--- src/rtl/uart_receiver_if.sv ---
// Receive-side result bundle: byte, error flags and the one-cycle valid strobe
// delivered from the UART receiver to the register/controller side.
interface uart_receiver_if #(
    parameter int DATA_UART = 8
);
    logic [DATA_UART-1:0] rx_data;
    logic                 rx_valid;
    logic                 parity_err;
    logic                 frame_err;
    logic                 busy;

    modport master (output rx_data, rx_valid, parity_err, frame_err, busy);
    modport slave  (input  rx_data, rx_valid, parity_err, frame_err, busy);
endinterface

--- src/rtl/uart_receiver.sv ---
// UART receive path: synchronizes and oversamples rx_i with the shared baud divisor,
// checks start/parity/stop bits and emits each byte as a one-cycle valid pulse.
module uart_receiver #(
    parameter int DIV_SIZE  = 16,
    parameter int DATA_UART = 8
) (
    input  logic                clk_i,
    input  logic                rstn_i,
    input  logic                en_i,
    input  logic                stop_bits_i,
    input  logic                parity_bit_i,
    input  logic                parity_bit_mode_i,
    input  logic [DIV_SIZE-1:0] baud_div_i,
    input  logic                rx_i,
    uart_receiver_if.master     rx_if
);
    localparam int BCW = $clog2(DATA_UART + 1);

    typedef enum logic [2:0] {IDLE, START, DATA, PARITY, STOP, WAIT_HIGH} state_e;

    state_e               state_q, state_d;
    logic [DIV_SIZE-1:0]  cnt_q, cnt_d;
    logic [BCW-1:0]       bitCnt_q, bitCnt_d;
    logic [DATA_UART-1:0] shift_q, shift_d;
    logic                 parErr_q, parErr_d;
    logic                 frmErr_q, frmErr_d;
    logic                 stopCnt_q, stopCnt_d;
    logic [DATA_UART-1:0] rxData_q, rxData_d;
    logic                 rxValid_q, rxValid_d;
    logic                 parityErrOut_q, parityErrOut_d;
    logic                 frameErrOut_q, frameErrOut_d;
    logic                 busy_q, busy_d;
    logic                 rxMeta_q, rxSync_q;

    logic [DIV_SIZE-1:0]  half;
    logic [DIV_SIZE-1:0]  cntInc;
    logic                 bitTick;
    logic                 expParity;

    assign half      = baud_div_i >> 1;
    assign cntInc    = cnt_q + {{(DIV_SIZE-1){1'b0}}, 1'b1};
    assign bitTick   = (cnt_q == baud_div_i);
    assign expParity = parity_bit_mode_i ? (^shift_q) : ~(^shift_q);

    always_ff @(posedge clk_i or negedge rstn_i) begin
        if (!rstn_i) begin
            rxMeta_q       <= 1'b1;
            rxSync_q       <= 1'b1;
            state_q        <= IDLE;
            cnt_q          <= '0;
            bitCnt_q       <= '0;
            shift_q        <= '0;
            parErr_q       <= 1'b0;
            frmErr_q       <= 1'b0;
            stopCnt_q      <= 1'b0;
            rxData_q       <= '0;
            rxValid_q      <= 1'b0;
            parityErrOut_q <= 1'b0;
            frameErrOut_q  <= 1'b0;
            busy_q         <= 1'b0;
        end else begin
            rxMeta_q       <= rx_i;
            rxSync_q       <= rxMeta_q;
            state_q        <= state_d;
            cnt_q          <= cnt_d;
            bitCnt_q       <= bitCnt_d;
            shift_q        <= shift_d;
            parErr_q       <= parErr_d;
            frmErr_q       <= frmErr_d;
            stopCnt_q      <= stopCnt_d;
            rxData_q       <= rxData_d;
            rxValid_q      <= rxValid_d;
            parityErrOut_q <= parityErrOut_d;
            frameErrOut_q  <= frameErrOut_d;
            busy_q         <= busy_d;
        end
    end

    always_comb begin
        state_d        = state_q;
        cnt_d          = cnt_q;
        bitCnt_d       = bitCnt_q;
        shift_d        = shift_q;
        parErr_d       = parErr_q;
        frmErr_d       = frmErr_q;
        stopCnt_d      = stopCnt_q;
        rxData_d       = rxData_q;
        rxValid_d      = 1'b0;
        parityErrOut_d = parityErrOut_q;
        frameErrOut_d  = frameErrOut_q;
        busy_d         = busy_q;

        case (state_q)
            IDLE: begin
                cnt_d = '0;
                if (en_i && !rxSync_q) begin
                    state_d   = START;
                    busy_d    = 1'b1;
                    bitCnt_d  = '0;
                    parErr_d  = 1'b0;
                    frmErr_d  = 1'b0;
                    stopCnt_d = 1'b0;
                end
            end
            // Half a bit in: a line already back high was only a glitch.
            START: begin
                if (cnt_q == half) begin
                    cnt_d = '0;
                    if (rxSync_q) begin
                        state_d = IDLE;
                        busy_d  = 1'b0;
                    end else begin
                        state_d = DATA;
                    end
                end else begin
                    cnt_d = cntInc;
                end
            end
            DATA: begin
                if (bitTick) begin
                    cnt_d                = '0;
                    shift_d              = shift_q >> 1;
                    shift_d[DATA_UART-1] = rxSync_q;
                    bitCnt_d             = bitCnt_q + {{(BCW-1){1'b0}}, 1'b1};
                    if (bitCnt_q == BCW'(DATA_UART - 1)) begin
                        state_d = parity_bit_i ? PARITY : STOP;
                    end
                end else begin
                    cnt_d = cntInc;
                end
            end
            PARITY: begin
                if (bitTick) begin
                    cnt_d    = '0;
                    state_d  = STOP;
                    parErr_d = (rxSync_q != expParity);
                end else begin
                    cnt_d = cntInc;
                end
            end
            STOP: begin
                if (bitTick) begin
                    cnt_d = '0;
                    if (!stop_bits_i || stopCnt_q) begin
                        rxData_d       = shift_q;
                        parityErrOut_d = parErr_q;
                        frameErrOut_d  = frmErr_q | ~rxSync_q;
                        rxValid_d      = 1'b1;
                        busy_d         = 1'b0;
                        state_d        = rxSync_q ? IDLE : WAIT_HIGH;
                    end else begin
                        stopCnt_d = 1'b1;
                        frmErr_d  = frmErr_q | ~rxSync_q;
                    end
                end else begin
                    cnt_d = cntInc;
                end
            end
            WAIT_HIGH: begin
                cnt_d = '0;
                if (rxSync_q) begin
                    state_d = IDLE;
                end
            end
            default: begin
                state_d = IDLE;
                cnt_d   = '0;
            end
        endcase
    end

    assign rx_if.rx_data    = rxData_q;
    assign rx_if.rx_valid   = rxValid_q;
    assign rx_if.parity_err = parityErrOut_q;
    assign rx_if.frame_err  = frameErrOut_q;
    assign rx_if.busy       = busy_q;
endmodule

--- src/flat_wrapper.sv ---
// flat-port wrapper written by rule: the top's interface ports become plain ports
module uart_receiver_flat 
#(
    parameter int DIV_SIZE  = 16,
    parameter int DATA_UART = 8
)
  (clk_i, rstn_i, en_i, stop_bits_i, parity_bit_i, parity_bit_mode_i, baud_div_i, rx_i, rx_if_rx_data, rx_if_rx_valid, rx_if_parity_err, rx_if_frame_err, rx_if_busy);
  uart_receiver_if #(.DATA_UART(DATA_UART)) rx_if_i ();
  input  logic clk_i;
  input  logic rstn_i;
  input  logic en_i;
  input  logic stop_bits_i;
  input  logic parity_bit_i;
  input  logic parity_bit_mode_i;
  input  logic [DIV_SIZE-1:0] baud_div_i;
  input  logic rx_i;
  output wire logic [$bits(rx_if_i.rx_data)-1:0] rx_if_rx_data;
  output wire logic [$bits(rx_if_i.rx_valid)-1:0] rx_if_rx_valid;
  output wire logic [$bits(rx_if_i.parity_err)-1:0] rx_if_parity_err;
  output wire logic [$bits(rx_if_i.frame_err)-1:0] rx_if_frame_err;
  output wire logic [$bits(rx_if_i.busy)-1:0] rx_if_busy;
  assign rx_if_rx_data = rx_if_i.rx_data;
  assign rx_if_rx_valid = rx_if_i.rx_valid;
  assign rx_if_parity_err = rx_if_i.parity_err;
  assign rx_if_frame_err = rx_if_i.frame_err;
  assign rx_if_busy = rx_if_i.busy;
  uart_receiver #(.DIV_SIZE(DIV_SIZE), .DATA_UART(DATA_UART)) u_core (.clk_i(clk_i), .rstn_i(rstn_i), .en_i(en_i), .stop_bits_i(stop_bits_i), .parity_bit_i(parity_bit_i), .parity_bit_mode_i(parity_bit_mode_i), .baud_div_i(baud_div_i), .rx_i(rx_i), .rx_if(rx_if_i));
endmodule
--- config.mk ---
export PLATFORM = sky130hd
export DESIGN_NAME = uart_receiver_flat
export DESIGN_NICKNAME = d
export VERILOG_FILES = /design/src/rtl/uart_receiver_if.sv /design/src/rtl/uart_receiver.sv /design/src/flat_wrapper.sv
export SDC_FILE = /design/constraint.sdc
export NUM_CORES = 1
export LEC_CHECK = 0
export BUFFER_PORTS_ARGS = -buffer_cell sky130_fd_sc_hd__buf_2
export CORE_ASPECT_RATIO = 1.25
export CORE_MARGIN = 10
export CORE_UTILIZATION = 40
export CTS_BUF_LIST = sky130_fd_sc_hd__clkbuf_4 sky130_fd_sc_hd__clkbuf_8
export CTS_CLUSTER_DIAMETER = 80
export DETAILED_ROUTE_END_ITERATION = 8
export RECOVER_POWER = 25
export SYNTH_ARGS = -nofsm -noshare
export SYNTH_HDL_FRONTEND = slang
export SYNTH_SLANG_ARGS = --single-unit
--- constraint.sdc ---
create_clock -name clk_i -period 2.57 [get_ports clk_i]
set_input_delay 0.6425 -clock clk_i [delete_from_list [all_inputs] [get_ports clk_i]]
set_output_delay 0.6425 -clock clk_i [all_outputs]
set_load 0.02 [all_outputs]
==> implementation parameters, run 1 <==
Parameter                              Value

Run status
  Run status ... complete, no violations

Timing
  Number of hold violations in the final report ... 0
  Final Setup Violations ... 0
  Period minus WS final ... 2.16 ns
  Final slew viol count ... 0
  Final setup margin ... 0.409 ns
  Worst clock skew ... 0.00883 ns
  Relative max-transition margin ... 0.224
  Unrepaired setup endpoints after global routing ... false
  Highest Clock Rate ... 463 MHz
  Hold slack ... 0.364 ns
  Least-Margin Pin Slew ... 1.16 ns
  Accumulated negative setup slack ... 0 ns
  Final Cycle Share ... 0.841

Floorplanning
  Effective utilization at floorplan ... 0.414
  Core Box Area ... 0.00661 mm^2
  Core Rows ... 33
  Total Die Area ... 0.0106 mm^2
  Ports ... 35
  Die Y-Extent ... 112 um
  Overall die width ... 94.0 um

Synthesis
  Share of the yosys chip area belonging to registers ... 0.440
  Register bit count reported by yosys ... 48
  Average cell area after synthesis ... 10.4 um^2
  Count of mapped cells out of synthesis ... 262
  Syn. warnings ... 0
  Cell area after synthesis ... 0.00274 mm^2
  Post-Synthesis Net Count ... 287
  Library cells used by synthesis ... 44

Placement
  Setup slack after placement ... 0.109 ns
  Global placement routability congestion ... 0.815
  Cell Count Post-Placement ... 372
  I/O Buffers ... 34
  Detailed-placement wirelength estimate ... 4.40 mm

Final layout
  Filler cell count ... 676
  Layout Cells excl Fill ... 380
  Fraction of the core area covered by cells at the end of the flow ... 0.467
  Share of cells above drive strength 1 ... 0.246
  Diode count ... 0
  Layout overhead on the synthesized area ... 12.8%
  NumNets Final ... 317

Critical path
  Register-to-Register Setup Slack ... 0.41 ns
  Category of cells accounting for the largest share of critical-path delay ... simple AND/OR/NAND/NOR gates
  Worst-path cell chain ... xor2_1, nor4_2, nand4_2, or2_1, mux2_4
  Crit-path max cell delay ... 0.48 ns
  Worst Setup EP ... u_core.shift_q[4]$_DFFE_PN0P_
  Worst EP arrival ... 2.36 ns
  Standard cell with the maximum stage delay on the critical path ... sky130_fd_sc_hd__dfrtp_1
  Logic depth of the worst setup path including buffers ... 5
  Critical path launch point ... u_core.cnt_q[5]$_DFF_PN0_
  Kind of launch point of the worst setup path ... flip-flop
  Buffers and inverters on the worst path ... 0
  CP Data Required Time ... 2.77 ns
  Crit path kind ... reg -> reg
  Worst reg2reg endpoint ... u_core.shift_q[4]$_DFFE_PN0P_
  FF-to-FF path depth ... 5
  Largest driver fanout on the critical path ... 9
  Worst setup EP type ... flip-flop
  Reg2Reg Launch Point ... u_core.cnt_q[5]$_DFF_PN0_

Route
  Number of nets with antenna violations after detailed routing ... 0
  Detailed-route DRC error count ... 0
  Vias per cell ... 5.16
  Total routed wirelength ... 5.75 mm
  Final routed wire length divided by cell count ... 15.1 um
  Number of optimization iterations in the first detailed-route pass ... 4
  Vias post-DR ... 1962
  Number of violations reported at the end of detailed-routing iteration 0 ... 98

Pwr
  Switching part of the total power ... 0.330
  Comb pwr share ... 0.238
  Maximum resistive drop on vdd ... 313 uV
  Sequential group share of total power ... 0.469
  Power density over the cells ... 622 mW/mm^2
  Switching power ... 0.632 mW
  Clk pwr share ... 0.293
  Reported leakage power ... 1.48 nW
  Internal Power ... 1.29 mW

Clocking
  Root Driver ... sky130_fd_sc_hd__clkbuf_8
  Clock tree from TritonCTS ... done
  Hold buffers post-CTS ... 0
  Clock slew at the register clock pins of the worst setup and hold paths ... 0.10 ns
  Postcts setup bufs ... 0
  Clock latency on the worst-skew pair ... 0.30 ns
  Clock sink total ... 48
  Number of buffers created by CTS ... 5
  Clock Tree Buf Depth ... 2
  H-tree lvl count ... 2
  Number of gates resized after cts ... 0

Min path
  Hold WC Path Type ... reg -> reg
  Hold_sp ... u_core.rxMeta_q$_DFF_PN1_

GRT
  Via count of the first global-routing pass ... 2102
  Pin count of the biggest net entering global routing ... 22
  Aggregate global-route resource usage ... 0.114
  Number of antenna violations at the first check in global routing ... 0
  Global-route wire length before repair ... 9.97 mm
  Grt total ovfl ... 0

Run
  Maximum capacitance violations ... 0
## state kept, by name (all words and copies together) (netlist names)
signal	count
u_core.rx_if.rx_valid	1
u_core.cnt_q	16
u_core.stopCnt_q	1
u_core.rxMeta_q	1
u_core.rxSync_q	1
u_core.rx_if.frame_err	1
u_core.rx_if.busy	1
u_core.state_q	3
u_core.parErr_q	1
u_core.shift_q	8
u_core.frmErr_q	1
u_core.rx_if.parity_err	1
u_core.bitCnt_q	4
u_core.rx_if.rx_data	8
## kinds of logic (layout without fill, tap and decap cells)
group                    after synthesis  count (layout)  share of synthesized area
AO/OA/AOI/OAI                         30              30                     0.0764
multiplexers                          22              22                      0.100
XOR/XNOR                              53              53                      0.170
buffers and inverters                 23              54                     0.0393
AND/OR/NAND/NOR                       84              84                      0.165
adder cells (fa/ha/maj)                2               2                    0.00915
flip-flops                            48              48                      0.440
## cell usage after synthesis, drive strengths merged
cell type | instances | area share
nor4 | 9 | 0.027
o31ai | 3 | 0.0082
mux2 | 19 | 0.089
a32o | 1 | 0.0037
or2 | 1 | 0.0023
o21ai | 6 | 0.011
mux2i | 3 | 0.011
a2bb2oi | 2 | 0.0064
xnor2 | 17 | 0.054
clkbuf | 7 | 0.0096
nand2 | 14 | 0.019
nand3 | 9 | 0.016
o311ai | 1 | 0.0032
nor3 | 3 | 0.0055
nand4 | 6 | 0.016
inv | 6 | 0.0082
a21oi | 6 | 0.011
and4b | 1 | 0.0037
or3 | 2 | 0.0046
and2 | 1 | 0.0023
a211oi | 2 | 0.0055
o32ai | 1 | 0.0032
a31oi | 2 | 0.0046
nor2b | 3 | 0.0069
xor2 | 36 | 0.12
o2bb2ai | 1 | 0.0032
dfstp | 2 | 0.019
and3 | 3 | 0.0069
buf | 10 | 0.022
dfrtp | 46 | 0.42
o211ai | 1 | 0.0027
ha | 2 | 0.0091
a21boi | 1 | 0.0027
a22oi | 2 | 0.0073
o32a | 1 | 0.0037
or4 | 2 | 0.0055
nor2 | 22 | 0.030
nand2b | 8 | 0.018
## power groups by stage
stage | Combinational, mW | Clock [mW] | Sequential, mW
3_3_place_gp | 0.455 | 0 | 0.911
6_report | 0.457 | 0.561 | 0.900
2_1_floorplan | 0.363 | 0 | 0.862
4_1_cts | 0.463 | 0.580 | 0.899
3_5_place_dp | 0.461 | 0 | 0.912
5_1_grt | 0.521 | 0.615 | 0.910
## routing by layer
layer | share of wire | up-vias | routed length [um] | track usage
met5 | 0 | - | 0 | 0
met4 | 0.012 | 0 | 69 | 0.0335
met3 | 0.048 | 5 | 273 | 0.0293
met2 | 0.48 | 38 | 2730 | 0.188
met1 | 0.46 | 959 | 2670 | 0.143
li1 | - | 960 | - | -
## metrics by stage
stage | power, mW | instance area [um^2]
final | 1.92 | 3080
after global routing | 2.05 | 3080
after CTS | 1.94 | 3090
after detailed placement | 1.37 | 2970
after global placement | 1.37 | 2970
after floorplan | 1.23 | 2740
## how the worst min path moves through the flow
| stage | to | slack [ns] | depth (start not counted) |
|---|---|---|---|
| after CTS | u_core.rx_if.rx_data[1]$_DFFE_PN0P_ | 0.30 | 1 |
| after global routing | u_core.rxSync_q$_DFF_PN1_ | 0.37 | 0 |
| final | u_core.rxSync_q$_DFF_PN1_ | 0.36 | 0 |
| after floorplan | u_core.bitCnt_q[0]$_DFFE_PN0P_ | 0.35 | 0 |
| after detailed placement | u_core.rxSync_q$_DFF_PN1_ | 0.35 | 0 |
| after global placement | u_core.rxSync_q$_DFF_PN1_ | 0.35 | 0 |
## cell usage in the layout (no fill, tap or decap), types with 5 or more instances in the layout
cell,count
sky130_fd_sc_hd__a21oi_1,6
sky130_fd_sc_hd__buf_2,33
sky130_fd_sc_hd__buf_4,5
sky130_fd_sc_hd__clkbuf_8,5
sky130_fd_sc_hd__dfrtp_1,46
sky130_fd_sc_hd__inv_1,6
sky130_fd_sc_hd__mux2_2,11
sky130_fd_sc_hd__mux2_4,8
sky130_fd_sc_hd__nand2_1,14
sky130_fd_sc_hd__nand2b_1,8
sky130_fd_sc_hd__nand3_1,9
sky130_fd_sc_hd__nand4_1,5
sky130_fd_sc_hd__nor2_1,22
sky130_fd_sc_hd__nor4_1,6
sky130_fd_sc_hd__o21ai_0,6
sky130_fd_sc_hd__xnor2_1,17
sky130_fd_sc_hd__xor2_1,36
## cell type report
| cell class | count | area, um^2 | share of cell area |
|---|---|---|---|
| flip-flops and latches | 48 | 1200 | 0.390 |
| clock inverters | 3 | 46.3 | 0.0150 |
| multi-input cells | 191 | 1420 | 0.462 |
| inverters | 6 | 22.5 | 0.00730 |
| clock buffers | 5 | 68.8 | 0.0223 |
| repair buffers | 40 | 210 | 0.0682 |
| well taps | 87 | 109 | 0.0353 |
## worst reg2reg max path: cells and delay by family (launching register included)
kind / cells / cell delay, ns
AND/OR/NAND/NOR: 3 / 1.00
flip-flops: 1 / 0.48
multiplexers: 1 / 0.37
XOR/XNOR: 1 / 0.20
Power figures use the tool's default switching activity.
==> inputs of run 2 (changes only) <==
--- a/config.mk
+++ b/config.mk
@@ -5,6 +5,7 @@
 export SDC_FILE = /design/constraint.sdc
 export NUM_CORES = 1
 export LEC_CHECK = 0
+export ABC_AREA = 1
 export BUFFER_PORTS_ARGS = -buffer_cell sky130_fd_sc_hd__buf_2
 export CORE_ASPECT_RATIO = 1.25
 export CORE_MARGIN = 10
==> constraint.sdc (replaced) <==
create_clock -name clk_i -period 2 [get_ports clk_i]
set_input_delay 0.5 -clock clk_i [delete_from_list [all_inputs] [get_ports clk_i]]
set_output_delay 0.5 -clock clk_i [all_outputs]
set_load 0.02 [all_outputs]
==> run 2 against run 1 <==
  * Register-to-register slack worse by 0.22 ns
  * Hold slack worse by 0.072 ns
  * First-iteration DRC count fell by 23%
  * Critical path type unchanged
  * Largest power group unchanged
==> implementation parameters, run 2 <==
Parameter                              Value

Run status
  Run status ... complete, no violations (unchanged)

Final layout
  Layout overhead on the synthesized area ... 14.0% (was 12.8%)
  Leading cell types in the layout, fill and taps excluded ... sky130_fd_sc_hd__nand2_1 (156), sky130_fd_sc_hd__dfrtp_1 (45), sky130_fd_sc_hd__inv_1 (42) (was sky130_fd_sc_hd__dfrtp_1 (46), sky130_fd_sc_hd__xor2_1 (36), sky130_fd_sc_hd__buf_2 (33))
  NumNets Final ... 475 (was 317)
  Most flops, register ... u_core.cnt_q (unchanged)
  Share of cells above drive strength 1 ... 0.202 (was 0.246)
  Multi-input combinational cell area ... 0.00149 mm^2 (was 0.00142 mm^2)
  Filler cell count ... 771 (was 676)
  Area taken by flip-flops and latches ... 0.00120 mm^2 (about the same)
  Diode count ... 0 (unchanged)
  Layout Cells excl Fill ... 543 (was 380)
  Most common cell after layout, fill and taps aside ... sky130_fd_sc_hd__nand2_1 (was sky130_fd_sc_hd__dfrtp_1)
  Number of flip-flops in the largest register ... 16 (unchanged)

Timing
  Period minus WS final ... 1.81 ns (was 2.16 ns)
  Highest Clock Rate ... 554 MHz (was 463 MHz)
  Least-Margin Pin Slew ... 1.16 ns (about the same)
  Final slew viol count ... 0 (unchanged)
  Worst clock skew ... 0.00608 ns (was 0.00883 ns)
  Final Setup Violations ... 0 (unchanged)
  Accumulated negative setup slack ... 0 ns (unchanged)
  Number of hold violations in the final report ... 0 (unchanged)
  Relative max-transition margin ... 0.227 (was 0.224)
  Final Cycle Share ... 0.903 (was 0.841)
  Unrepaired setup endpoints after global routing ... false (unchanged)

GRT
  Number of antenna violations at the first check in global routing ... 0 (unchanged)
  Via count of the first global-routing pass ... 2376 (was 2102)
  Aggregate global-route resource usage ... 0.112 (was 0.114)
  Global-route wire length before repair ... 10.5 mm (was 9.97 mm)
  Grt total ovfl ... 0 (unchanged)
  Pin count of the biggest net entering global routing ... 23 (was 22)

Pwr
  Reported leakage power ... 1.75 nW (was 1.48 nW)
  Maximum resistive drop on vdd ... 518 uV (was 313 uV)
  Power density over the cells ... 756 mW/mm^2 (was 622 mW/mm^2)

Route
  Number of violations reported at the end of detailed-routing iteration 0 ... 75 (was 98)
  Vias post-DR ... 2481 (was 1962)
  Detailed-route DRC error count ... 0 (unchanged)
  Final routed wire length divided by cell count ... 11.5 um (was 15.1 um)
  Number of optimization iterations in the first detailed-route pass ... 4 (unchanged)
  Vias per cell ... 4.57 (was 5.16)
  Total routed wirelength ... 6.23 mm (was 5.75 mm)
  Number of nets with antenna violations after detailed routing ... 0 (unchanged)

Synthesis
  FFs w/ async S/R, synth ... 1.00 (unchanged)
  Proportion of netlist area held by the largest area contributor ... 0.389 (was 0.421)
  Number of enable flip-flop cells after synthesis ... 0 (unchanged)
  Cell with the most instances after synthesis ... sky130_fd_sc_hd__nand2_1 (was sky130_fd_sc_hd__dfrtp_1)
  Average cell area after synthesis ... 7.22 um^2 (was 10.4 um^2)
  Register bit count reported by yosys ... 48 (unchanged)
  Syn. warnings ... 0 (unchanged)
  Post-Synthesis Net Count ... 435 (was 287)
  Share of the yosys chip area belonging to registers ... 0.407 (was 0.440)
  Count of mapped cells out of synthesis ... 410 (was 262)
  Synth top area cells ... sky130_fd_sc_hd__dfrtp_1 (39%), sky130_fd_sc_hd__nand2_1 (20%), sky130_fd_sc_hd__inv_1 (5.3%), sky130_fd_sc_hd__nor2_1 (4.8%), sky130_fd_sc_hd__xor2_1 (4.1%) (was sky130_fd_sc_hd__dfrtp_1 (42%), sky130_fd_sc_hd__xor2_1 (12%), sky130_fd_sc_hd__xnor2_1 (5.4%), sky130_fd_sc_hd__mux2_2 (4.5%), sky130_fd_sc_hd__mux2_4 (4.4%))
  Library cells used by synthesis ... 32 (was 44)
  Biggest area consumer among synthesized cells ... sky130_fd_sc_hd__dfrtp_1 (unchanged)
  Top flip-flop cell by instance count after synthesis ... sky130_fd_sc_hd__dfrtp_1 (unchanged)
  Top post-synthesis cells by count ... sky130_fd_sc_hd__nand2_1 (156), sky130_fd_sc_hd__dfrtp_1 (46), sky130_fd_sc_hd__inv_1 (42) (was sky130_fd_sc_hd__dfrtp_1 (46), sky130_fd_sc_hd__xor2_1 (36), sky130_fd_sc_hd__nor2_1 (22))
  Cell area after synthesis ... 0.00296 mm^2 (was 0.00274 mm^2)

Critical path
  Worst EP arrival ... 1.98 ns (was 2.36 ns)
  Worst-path cell chain ... inv_2, nand2_1, nand2_1, nor2_1, nand2_1, nor2_2, nand2_4, o21ai_4, nand2_2, inv_2, nor2_1 (was xor2_1, nor4_2, nand4_2, or2_1, mux2_4)
  CP Data Required Time ... 2.18 ns (was 2.77 ns)
  Crit path top cell by count ... sky130_fd_sc_hd__nand2_1
  Worst setup EP type ... flip-flop (unchanged)
  Register-to-Register Setup Slack ... 0.19 ns (was 0.41 ns)
  Largest driver fanout on the critical path ... 15 (was 9)
  Standard cell with the maximum stage delay on the critical path ... sky130_fd_sc_hd__dfrtp_1 (unchanged)
  Worst reg2reg endpoint ... u_core.cnt_q[14]$_DFF_PN0_ (was u_core.shift_q[4]$_DFFE_PN0P_)
  Category of cells accounting for the largest share of critical-path delay ... simple AND/OR/NAND/NOR gates (unchanged)
  FF-to-FF path depth ... 11 (was 5)
  Crit path kind ... reg -> reg (unchanged)
  Crit-path max cell delay ... 0.45 ns (was 0.48 ns)
  Buffers and inverters on the worst path ... 2 (was 0)
  Kind of launch point of the worst setup path ... flip-flop (unchanged)
  Reg2Reg Launch Point ... u_core.cnt_q[13]$_DFF_PN0_ (was u_core.cnt_q[5]$_DFF_PN0_)

Placement
  Detailed-placement wirelength estimate ... 4.84 mm (was 4.40 mm)
  Global placement routability congestion ... 0.894 (was 0.815)
  Cell Count Post-Placement ... 533 (was 372)
  I/O Buffers ... 34 (unchanged)

Min path
  Endpoint, Worst Hold ... u_core.rxMeta_q$_DFF_PN1_ (was u_core.rxSync_q$_DFF_PN1_)
  WHS Path Cells ... 1 (was 0)
  Hold_sp ... rx_i (was u_core.rxMeta_q$_DFF_PN1_)
  Hold WC Path Type ... in -> reg (was reg -> reg)

Clocking
  Clock latency on the worst-skew pair ... 0.30 ns (about the same)
  H-tree lvl count ... 2 (unchanged)
  Root Driver ... sky130_fd_sc_hd__clkbuf_8 (unchanged)
  Clock Tree Buf Depth ... 2 (unchanged)
  Clock sink total ... 48 (unchanged)
  Hold buffers post-CTS ... 0 (unchanged)
  Number of buffers created by CTS ... 5 (unchanged)
  Clock tree from TritonCTS ... done (unchanged)
  Clock slew at the register clock pins of the worst setup and hold paths ... 0.08 ns (was 0.10 ns)

Floorplanning
  Ports ... 35 (unchanged)
  Core Box Area ... 0.00731 mm^2 (was 0.00661 mm^2)
  Overall die width ... 96.9 um (was 94.0 um)
  Core Rows ... 35 (was 33)
  Total Die Area ... 0.0113 mm^2 (was 0.0106 mm^2)
  Die Y-Extent ... 116 um (was 112 um)
  Effective utilization at floorplan ... 0.405 (was 0.414)

Run
  Maximum capacitance violations ... 0 (unchanged)
[run 2: cell count changes in the layout (fill, tap and decap cells not counted), sizes merged, moves of 19 or more]
cell,before,now
nand2,14,161
inv,7,52
xor2,36,14
mux2,19,0
o21ai,6,27
nor2,22,51
[run 2: power breakdown]
part / leakage, nW / total [mW] / internal [mW] / switching (mW)
clock network: 0.0586 / 0.699 / 0.385 / 0.315
logic: 1.05 / 0.724 / 0.244 / 0.481
registers: 0.639 / 1.13 / 1.05 / 0.0806
[run 2: per-layer routing]
layer  vias to the layer above  track usage  share of wire
met5                         -            0              0
met4                         0       0.0374          0.014
li1                       1341            -              -
met2                        39        0.206           0.49
met3                         7       0.0278          0.035
met1                      1094        0.123           0.46
[run 2: layout make-up]
cell class / instances / area share
clock inverter: 2 / 0.0104
inverter: 53 / 0.0593
multi-input combinational: 301 / 0.440
clock buffer: 6 / 0.0226
sequential: 48 / 0.357
tap: 92 / 0.0341
timing repair buffer: 41 / 0.0760
[run 2: cells by family (layout without fill, tap and decap cells)]
group | Yosys count | after routing | share of synthesized area
AOI/OAI and AO/OA | 33 | 33 | 0.0719
and+or+nand+nor | 244 | 244 | 0.357
xor gates and xnor gates | 22 | 22 | 0.0651
buffers and inverters | 61 | 102 | 0.0913
DFF | 48 | 48 | 0.407
adders and majority gates | 2 | 2 | 0.00845
[run 2: worst max path at each step]
stage                                     from                                   to  cells after the start
global placement                baud_div_i[15]           u_core.cnt_q[14]$_DFF_PN0_                     12
detailed placement              baud_div_i[12]  u_core.rx_if.parity_err$_DFFE_PN0P_                     13
global route         u_core.cnt_q[0]$_DFF_PN0_           u_core.cnt_q[14]$_DFF_PN0_                     11
CTS                 u_core.cnt_q[13]$_DFF_PN0_           u_core.cnt_q[14]$_DFF_PN0_                     11
floorplan                       baud_div_i[10]           u_core.cnt_q[12]$_DFF_PN0_                     12
finish              u_core.cnt_q[13]$_DFF_PN0_           u_core.cnt_q[14]$_DFF_PN0_                     11
[run 2: metrics by stage]
stage	cell area [um^2]	setup slack [ns]	utilization	power, mW	hold slack [ns]
2_1_floorplan	2960	0.440	-	1.73	0.204
3_3_place_gp	3230	0.0852	0.441	1.87	0.346
3_5_place_dp	3230	0.0263	0.441	1.88	0.350
4_1_cts	3340	0.166	0.456	2.59	0.162
5_1_grt	3370	0.0126	0.461	2.75	0.270
6_report	3370	0.193	0.461	2.55	0.292
[run 2: what timing repair did]
| action | 4_1_cts | 5_1_grt |
|---|---|---|
| buffers inserted | 0 | 2 |
| setup endpoints to repair | 0 | 2 |
| resized for setup | 0 | 1 |
| endpoints found under the hold margin | 0 | 0 |
==> inputs of run 3 (changes only) <==
--- a/config.mk
+++ b/config.mk
@@ -14,6 +14,7 @@
 export CTS_CLUSTER_DIAMETER = 80
 export DETAILED_ROUTE_END_ITERATION = 8
 export RECOVER_POWER = 25
+export SETUP_SLACK_MARGIN = 0.4
 export SYNTH_ARGS = -nofsm -noshare
 export SYNTH_HDL_FRONTEND = slang
 export SYNTH_SLANG_ARGS = --single-unit
==> run 3 against run 2 <==
  * Wire length is 9.9% higher
  * Clock skew is 0.0043 ns higher
  * Clock-buffer cell count unchanged
  * Non-clock buffer count rose by 16
  * Global-route usage rose by 0.73 points
  * Register-to-register slack improved by 0.19 ns
  * Hold slack lost 0.0025 ns
  * Combinational power rose by 22%
  * Critical path type unchanged
  * Cell area rose by 8.6%
  * Critical path depth is the same
  * Largest cell class unchanged
==> implementation parameters, run 3 (synthesis results as in run 2) <==
Parameter                              Value

GRT
  Pin count of the biggest net entering global routing ... 23 (unchanged)
  Global-route wire length before repair ... 11.2 mm (was 10.5 mm)
  Aggregate global-route resource usage ... 0.119 (was 0.112)
  Via count of the first global-routing pass ... 2488 (was 2376)
  Grt total ovfl ... 0 (unchanged)
  Number of antenna violations at the first check in global routing ... 0 (unchanged)

Critical path
  Worst EP arrival ... 1.81 ns (was 1.98 ns)
  Largest driver fanout on the critical path ... 7 (was 15)
  CP Data Required Time ... 2.19 ns (was 2.18 ns)
  Worst setup EP type ... flip-flop (unchanged)
  Standard cell with the maximum stage delay on the critical path ... sky130_fd_sc_hd__dfrtp_1 (unchanged)
  Kind of launch point of the worst setup path ... flip-flop (unchanged)
  Crit path kind ... reg -> reg (unchanged)
  Crit-path max cell delay ... 0.42 ns (was 0.45 ns)
  Worst-path cell chain ... inv_2, nand2_1, nand2_1, nor2_2, nand2_1, nor2_2, nand2_4, o21ai_4, nand2_2, inv_4, nor2_2 (was inv_2, nand2_1, nand2_1, nor2_1, nand2_1, nor2_2, nand2_4, o21ai_4, nand2_2, inv_2, nor2_1)
  Category of cells accounting for the largest share of critical-path delay ... simple AND/OR/NAND/NOR gates (unchanged)
  Buffers and inverters on the worst path ... 2 (unchanged)

Timing
  Final slew viol count ... 0 (unchanged)
  Highest Clock Rate ... 617 MHz (was 554 MHz)
  Period minus WS final ... 1.62 ns (was 1.81 ns)
  Final Cycle Share ... 0.810 (was 0.903)
  Final Setup Violations ... 0 (unchanged)
  Final setup margin ... 0.380 ns (was 0.193 ns)
  Accumulated negative setup slack ... 0 ns (unchanged)
  Unrepaired setup endpoints after global routing ... true (was false)
  Least-Margin Pin Slew ... 1.17 ns (was 1.16 ns)
  Number of hold violations in the final report ... 0 (unchanged)
  Relative max-transition margin ... 0.221 (was 0.227)
  Worst clock skew ... 0.0103 ns (was 0.00608 ns)

Clocking
  Clock tree from TritonCTS ... done (unchanged)
  Clock latency on the worst-skew pair ... 0.30 ns (about the same)
  Clock Tree Buf Depth ... 2 (unchanged)
  Clock sink total ... 48 (unchanged)
  Clock slew at the register clock pins of the worst setup and hold paths ... 0.09 ns (was 0.08 ns)
  Hold buffers post-CTS ... 0 (unchanged)
  Root Driver ... sky130_fd_sc_hd__clkbuf_8 (unchanged)
  Number of buffers created by CTS ... 5 (unchanged)
  H-tree lvl count ... 2 (unchanged)

Floorplanning
  Total Die Area ... 0.0113 mm^2 (unchanged)
  Overall die width ... 96.9 um (unchanged)
  Ports ... 35 (unchanged)
  Core Rows ... 35 (unchanged)
  Core Box Area ... 0.00731 mm^2 (unchanged)
  Effective utilization at floorplan ... 0.405 (unchanged)
  Die Y-Extent ... 116 um (unchanged)

Final layout
  Diode count ... 0 (unchanged)
  Most common cell after layout, fill and taps aside ... sky130_fd_sc_hd__nand2_1 (unchanged)
  Leading cell types in the layout, fill and taps excluded ... sky130_fd_sc_hd__nand2_1 (150), sky130_fd_sc_hd__inv_1 (37), sky130_fd_sc_hd__dfrtp_1 (34) (was sky130_fd_sc_hd__nand2_1 (156), sky130_fd_sc_hd__dfrtp_1 (45), sky130_fd_sc_hd__inv_1 (42))
  Number of flip-flops in the largest register ... 16 (unchanged)
  Area taken by flip-flops and latches ... 0.00122 mm^2 (was 0.00120 mm^2)
  Filler cell count ... 745 (was 771)
  NumNets Final ... 495 (was 475)
  Multi-input combinational cell area ... 0.00162 mm^2 (was 0.00149 mm^2)
  Share of cells above drive strength 1 ... 0.312 (was 0.202)
  Layout overhead on the synthesized area ... 23.8% (was 14.0%)
  Most flops, register ... u_core.cnt_q (unchanged)

Route
  Detailed-route DRC error count ... 0 (unchanged)
  Final routed wire length divided by cell count ... 12.2 um (was 11.5 um)
  Vias per cell ... 4.69 (was 4.57)
  Vias post-DR ... 2640 (was 2481)
  Number of nets with antenna violations after detailed routing ... 0 (unchanged)
  Number of violations reported at the end of detailed-routing iteration 0 ... 59 (was 75)
  Number of optimization iterations in the first detailed-route pass ... 4 (unchanged)
  Total routed wirelength ... 6.85 mm (was 6.23 mm)

Run
  Maximum capacitance violations ... 0 (unchanged)

Pwr
  Reported leakage power ... 1.85 nW (was 1.75 nW)
  Power density over the cells ... 745 mW/mm^2 (was 756 mW/mm^2)
  Maximum resistive drop on vdd ... 535 uV (was 518 uV)

Placement
  I/O Buffers ... 34 (unchanged)
  Setup slack after placement ... 0.0263 ns (unchanged)
  Detailed-placement wirelength estimate ... 4.84 mm (unchanged)
  Global placement routability congestion ... 0.894 (unchanged)

Min path
  Hold WC Path Type ... in -> reg (unchanged)

Run status
  Run status ... complete, no violations (unchanged)
-- run 3: area by class of cell --
cell class / instances / area share
inverters: 53 / 0.0594
repair inverters: 1 / 0.00171
flip-flops and latches: 48 / 0.333
multi-input cells: 304 / 0.441
clock buffers: 6 / 0.0208
clock inverters: 2 / 0.00956
repair buffers: 57 / 0.103
well taps: 92 / 0.0314
-- run 3: metal layers --
layer,routed length (um),part of all wire,vias up,track usage
met3,263,0.038,7,0.0296
met4,80,0.012,0,0.0374
met1,2980,0.43,1203,0.130
li1,-,-,1388,-
met2,3530,0.52,42,0.222
met5,0,0,-,0
-- run 3: repair_timing --
item,CTS,global route
setup buffers,4,13
setup endpoints to repair,45,46
resized for setup,23,33
cloned,3,2
pin swaps,2,16
-- run 3: final timing paths --
kind | from | endpoint | slack [ns] | cells past startpoint
setup / recovery | u_core.cnt_q[12]$_DFF_PN0_ | u_core.cnt_q[4]$_DFF_PN0_ | 0.38 | 11
hold / removal | rx_i | u_core.rxMeta_q$_DFF_PN1_ | 0.29 | 1
setup reg to reg | u_core.cnt_q[12]$_DFF_PN0_ | u_core.cnt_q[4]$_DFF_PN0_ | 0.38 | 11
hold reg to reg | u_core.rxMeta_q$_DFF_PN1_ | u_core.rxSync_q$_DFF_PN1_ | 0.36 | 0
max in group asynchronous | rstn_i | u_core.cnt_q[0]$_DFF_PN0_ | 0.60 | 2
min in group asynchronous | rstn_i | u_core.shift_q[6]$_DFFE_PN0P_ | 0.41 | 1
-- run 3: report_power, final --
group          leakage [nW]  switching [mW]  internal [mW]
registers             0.622          0.0887           1.05
clock network        0.0586           0.320          0.385
logic                  1.17           0.567          0.317
-- run 3: metrics by stage --
stage                     std cells  utilization  instance area, um^2  hold WS [ns]  total power [mW]
after floorplan                 410            -                 2960         0.204              1.73
after global placement          533        0.441                 3230         0.346              1.87
after detailed placement        533        0.441                 3230         0.350              1.88
after CTS                       548        0.474                 3470         0.162              2.68
after global routing            563        0.501                 3660         0.267              2.94
final                           563        0.501                 3660         0.289              2.73
